===== src/rtl/alu_share_arbiter.sv =====
// alu_share_arbiter: round-robin sharing of one combinational RV32I ALU between
// two valid/ready requesters. The winning request's operands are driven to the
// ALU and the result is captured into a single tagged response slot, giving
// one-cycle latency and one operation per cycle when the consumer keeps up.

`ifndef ALU_SHARE_ALUCODES
`define ALU_SHARE_ALUCODES
`define ADD  4'd0
`define SLL  4'd1
`define SLT  4'd2
`define SLTU 4'd3
`define XOR  4'd4
`define SRL  4'd5
`define OR   4'd6
`define AND  4'd7
`define SRA  4'd8
`define SUB  4'd9
`endif

module alu_share_arbiter #(
  parameter int unsigned dataW = 32
) (
  input  logic             clock,
  input  logic             nReset,

  input  logic             req0_valid,
  output logic             req0_ready,
  input  logic [dataW-1:0] req0_A,
  input  logic [dataW-1:0] req0_B,
  input  logic [3:0]       req0_alucode,

  input  logic             req1_valid,
  output logic             req1_ready,
  input  logic [dataW-1:0] req1_A,
  input  logic [dataW-1:0] req1_B,
  input  logic [3:0]       req1_alucode,

  output logic [dataW-1:0] alu_A,
  output logic [dataW-1:0] alu_B,
  output logic [3:0]       alu_code,
  input  logic [dataW-1:0] alu_result,

  output logic             rsp_valid,
  input  logic             rsp_ready,
  output logic             rsp_id,
  output logic [dataW-1:0] rsp_result,
  output logic             rsp_err
);

  typedef enum logic [1:0] {
    GntNone = 2'd0,
    Gnt0    = 2'd1,
    Gnt1    = 2'd2
  } gnt_e;

  // Response slot and fairness state
  logic             r_rsp_valid;
  logic             r_rsp_id;
  logic [dataW-1:0] r_rsp_result;
  logic             r_rsp_err;
  logic             r_last_grant;

  gnt_e             w_gnt;
  logic             w_can_accept;
  logic             w_fire;
  logic             w_fire_id;
  logic             w_illegal;
  logic             w_req0_ready;
  logic             w_req1_ready;

  // Slot can take a new result if empty or being drained this cycle
  assign w_can_accept = !r_rsp_valid || rsp_ready;

  // Round-robin grant; on conflict the requester not served last wins
  always_comb begin
    w_gnt = GntNone;
    if (req0_valid && req1_valid) begin
      w_gnt = r_last_grant ? Gnt0 : Gnt1;
    end else if (req0_valid) begin
      w_gnt = Gnt0;
    end else if (req1_valid) begin
      w_gnt = Gnt1;
    end
  end

  // Ready is gated by reset so nothing is accepted during a reset cycle
  always_comb begin
    w_req0_ready = (w_gnt == Gnt0) && w_can_accept && nReset;
    w_req1_ready = (w_gnt == Gnt1) && w_can_accept && nReset;
  end

  // Operand mux: winner drives the ALU even when stalled; idle drives ADD 0,0
  always_comb begin
    alu_A    = '0;
    alu_B    = '0;
    alu_code = `ADD;
    unique case (w_gnt)
      Gnt0: begin
        alu_A    = req0_A;
        alu_B    = req0_B;
        alu_code = req0_alucode;
      end
      Gnt1: begin
        alu_A    = req1_A;
        alu_B    = req1_B;
        alu_code = req1_alucode;
      end
      default: ;
    endcase
  end

  assign w_fire    = (req0_valid && w_req0_ready) || (req1_valid && w_req1_ready);
  assign w_fire_id = w_req1_ready;
  // Codes above SUB have no ALU meaning; their result is forced to zero
  assign w_illegal = (alu_code > `SUB);

  // Response slot: load on fire, clear on drain, hold otherwise
  always_ff @(posedge clock) begin
    if (!nReset) begin
      r_rsp_valid  <= 1'b0;
      r_rsp_id     <= 1'b0;
      r_rsp_result <= '0;
      r_rsp_err    <= 1'b0;
      r_last_grant <= 1'b1;
    end else if (w_fire) begin
      r_rsp_valid  <= 1'b1;
      r_rsp_id     <= w_fire_id;
      r_rsp_result <= w_illegal ? '0 : alu_result;
      r_rsp_err    <= w_illegal;
      r_last_grant <= w_fire_id;
    end else if (r_rsp_valid && rsp_ready) begin
      r_rsp_valid  <= 1'b0;
    end
  end

  assign req0_ready = w_req0_ready;
  assign req1_ready = w_req1_ready;
  assign rsp_valid  = r_rsp_valid;
  assign rsp_id     = r_rsp_id;
  assign rsp_result = r_rsp_result;
  assign rsp_err    = r_rsp_err;

`ifndef SYNTHESIS
  // Only one requester may be accepted per cycle
  a_one_ready: assert property (@(posedge clock) !(req0_ready && req1_ready));
`endif

endmodule


===== config.mk =====
export PLATFORM = sky130hd
export DESIGN_NAME = alu_share_arbiter
export DESIGN_NICKNAME = d
export VERILOG_FILES = /design/src/rtl/alu_share_arbiter.sv
export SDC_FILE = /design/constraint.sdc
export NUM_CORES = 1
export LEC_CHECK = 0
export ABC_AREA = 1
export ABC_CLOCK_PERIOD_IN_PS = 2009
export BUFFER_PORTS_ARGS = -buffer_cell sky130_fd_sc_hd__buf_4
export CAP_MARGIN = 5
export CELL_PAD_IN_SITES_DETAIL_PLACEMENT = 2
export CELL_PAD_IN_SITES_GLOBAL_PLACEMENT = 2
export CORE_ASPECT_RATIO = 0.5
export CORE_MARGIN = 4
export CORE_UTILIZATION = 14
export CTS_BUF_LIST = sky130_fd_sc_hd__clkbuf_4 sky130_fd_sc_hd__clkbuf_8
export DETAILED_ROUTE_END_ITERATION = 8
export PLACE_DENSITY = 0.9
export RECOVER_POWER = 100
export SYNTH_ARGS = -nofsm -noshare
export SYNTH_HDL_FRONTEND = slang
export SYNTH_SLANG_ARGS = --single-unit

===== constraint.sdc =====
create_clock -name clock -period 2.01 [get_ports clock]
set_clock_uncertainty 0.15 [all_clocks]
set_input_delay 0.201 -clock clock [delete_from_list [all_inputs] [get_ports clock]]
set_output_delay 0.201 -clock clock [all_outputs]
set_load 0.05 [all_outputs]

==> results by group <==
Timing
  • Peak clock frequency supported by timing: 442 MHz
  • Final hold viol count: 0
  • Max-slew violation total from the final report: 0
  • Unrepaired setup endpoints after global routing: yes
  • Headroom to the max-slew limit: 55.0%
  • Final count of negative-setup-slack endpoints: 103
  • Time the worst path needs with I/O delays and setup: 2.26 ns
  • Ratio of final minimum period to clock period: 113%
  • Min setup slack post-route: -0.252 ns
  • Worst Tran Pin Value: 0.678 ns

Worst setup path
  • Element type at the critical path start: flip-flop
  • Highest cell delay on the worst timing path: 0.37 ns
  • CP Data Required Time: 2.07 ns
  • Crit Path Class: reg2reg
  • Endpoint kind of the worst setup timing path: flip-flop
  • Largest fanout on the critical path: 11
  • Worst-path cell chain: a21oi_4, inv_2, ha_4, buf_4, nand2_1, nand2_2, inv_2, buf_4, nand2_1, nand2_4, clkbuf_16, nand3_1, a21oi_2
  • Dominant delay contributor by cell family on the critical path: buffers and inverters
  • Slowest CP cell: dfxtp_4
  • Signal arrival time at the worst endpoint: 2.32 ns
  • Count of buffer and inverter cells on the critical path: 5

CTS
  • Clock insertion delay at the later pin of the skew report: 0.27 ns
  • Maximum clock path buffer count: 2
  • Clk Tree Root Cell: clkbuf_8
  • Clock transition at the registers of the reported paths: 0.08 ns
  • Number of CTS-inserted buffers: 5
  • Sinks on the clock net: 36
  • H-tree depth reported by CTS: 2
  • Clock tree from TritonCTS: built

Synthesis
  • Register bit total from synthesis: 36
  • Most instantiated cells after synthesis: nand2_1 (178), a21oi_1 (100), dfxtp_1 (36)
  • Register area share after synthesis: 30.3%
  • Post-synth EDFFs: 0
  • Mapped Cells: 407
  • Nets in the synthesized netlist: 582
  • Fraction of registers with async set/reset: 0%
  • Cell types with the largest area share after synthesis: dfxtp_1 (30%), nand2_1 (28%), a21oi_1 (21%)
  • Most common cell in the netlist: nand2_1
  • Post-synthesis cell area: 2370 um2
  • Synth area leader: dfxtp_1
  • Number of warnings issued by yosys: 0
  • Most instantiated flip-flop cell in the synthesis netlist: dfxtp_1
  • Average cell area after synthesis: 5.83 um2
  • Area share of the largest cell type after synthesis: 30.3%
  • Count of distinct cell types in the synthesized netlist: 17

GRT
  • Number of global-route vias before repair: 4561
  • Global-route wire length before repair: 26.3 mm
  • Pin count of the biggest net entering global routing: 34
  • Global route overflow: 0
  • Number of antenna violations at the first check in global routing: 0
  • Total GRT Usage: 17.4%

Floorplanning
  • Die area: 19200 um2
  • I/O pin cnt: 278
  • Core area: 16500 um2
  • Floorplan die height: 100 um
  • Initial standard-cell utilization of the core: 14.4%
  • Placement Rows: 33
  • Die outline width: 192 um

Layout
  • Relative area change from synthesis to final layout: 180%
  • Net total in the final layout: 883
  • Post-layout instance area: 6650 um2
  • Number of diodes: 0
  • Fraction of final layout cells sized beyond drive strength 1: 66.1%

Outcome
  • Result of the run: complete, but fails checks
  • Violations in the final reports: setup timing

Power and ir drop
  • Pwr per Cell Area: 521 nW/um2
  • Peak supply drop: 0.268 mV
  • Lkg Pwr: 2.73 nW
  • Power consumption: 3.46 mW

Drt
  • Pre-Repair DR Iteration Count: 4
  • Final Routed Wirelength: 19.9 mm
  • Mean routed wirelength per cell: 21.2 um
  • Via count normalized by instance count: 4.48
  • Routed Antenna Nets: 0
  • DRC: 0
  • DR iter-0 viols: 103
  • Detailed-route via count: 4193

Placement
  • Final weighted congestion in routability-driven placement: 0.781
  • Port-buffer cells: 277
  • Post-detail-place hpwl: 13.0 mm
  • Pre-CTS WS: -0.0830 ns
  • Cell area reported after detailed placement: 5380 um2

Worst hold path
  • Min-Delay Path Class: in2reg

Job
  • Reported max-cap violation count: 0
## per-layer routing
layer | part of all wire (%) | wire length [um] | global-route usage [%] | vias up
li1 | - | - | - | 1930
met1 | 36 | 7230 | 18.0 | 2083
met2 | 55 | 11000 | 35.0 | 144
met3 | 5.1 | 1010 | 3.16 | 36
met4 | 3.1 | 607 | 5.81 | 0
met5 | 0 | 0 | 0 | -
## layout make-up
| cell class | count | area, um2 |
|---|---|---|
| Clock buffer | 7 | 96.3 |
| Clock inverter | 1 | 30.0 |
| Fill cell | 1836 | 9870 |
| Inverter | 12 | 52.6 |
| Multi-Input combinational cell | 325 | 2350 |
| Sequential cell | 36 | 724 |
| Tap cell | 227 | 284 |
| Timing Repair Buffer | 328 | 3110 |
## sequential cells by signal, indices dropped and copies added (netlist names)
register and cells:
rsp_id 1, rsp_valid 1, rsp_result 32, r_last_grant 1, rsp_err 1
## final timing paths
kind                       from        endpoint  slack (ns)  cells past startpoint
hold reg to reg   rsp_result[2]   rsp_result[2]        0.31                      2
hold / removal    alu_result[1]   rsp_result[1]        0.04                      3
setup / recovery   r_last_grant  rsp_result[24]       -0.25                     13
setup reg to reg   r_last_grant  rsp_result[24]       -0.25                     13
## worst min-delay path, cell delays in order
cell     delay (ns)
buf_4          0.11
nand3_1        0.06
a21oi_1        0.05
## cells by family (layout without fill, tap and decap cells)
logic type / count (synthesis) / in the layout / synth area share, %
AO/OA/AOI/OAI: 104 / 104 / 22.1
adder cells (fa/ha/maj): 2 / 2 / 1.05
buffers and inverters: 46 / 348 / 9.75
flip-flops: 36 / 36 / 30.3
AND/OR/NAND/NOR: 219 / 219 / 36.8
## report_power, final
group / leakage, nW / switching [mW] / total (mW) / internal, mW
clock network: 0.0645 / 0.262 / 0.700 / 0.438
logic: 2.37 / 1.17 / 2.00 / 0.831
registers: 0.292 / 0.0209 / 0.764 / 0.743
## cell usage in the layout (no fill, tap or decap)
cell and instances:
a21oi_1 31, a21oi_2 26, a21oi_4 44, buf_12 13, buf_16 8, buf_4 187
buf_6 61, buf_8 18, bufinv_16 1, clkbuf_1 35, clkbuf_16 5, clkbuf_8 7
dfxtp_1 35, dfxtp_4 1, dlygate4sd3_1 1, ha_4 2, inv_1 7, inv_2 4
inv_8 1, nand2_1 98, nand2_2 69, nand2_4 12, nand3_1 32, nand3_2 3
nor2_1 1, nor2_2 1, nor2_4 3, o21ai_2 2, o21ai_4 1
## per-stage QoR
| step | hold WS, ns | TNS [ns] | utilization (%) | instances |
|---|---|---|---|---|
| finish | 0.0361 | -15.11 | 40.2 | 936 |
| global route | 0.0366 | -24.76 | 40.2 | 936 |
| CTS | 0.0276 | -9.51 | 38.1 | 924 |
| detailed placement | 0.302 | -0.530 | 32.6 | 898 |
| global placement | 0.291 | 0 | 32.6 | 898 |
| floorplan | 0.135 | -8.42 | - | 407 |
## timing repair
item | in CTS | in global routing
hold endpoints to repair | 1 | 0
pin swaps | 9 | 13
gates resized for setup | 152 | 87
endpoints found under the setup margin | 97 | 106
hold buffers | 1 | 0
setup buffers | 12 | 5
cloned | 6 | 7
No activity file was read; power rests on OpenSTA's default activity.
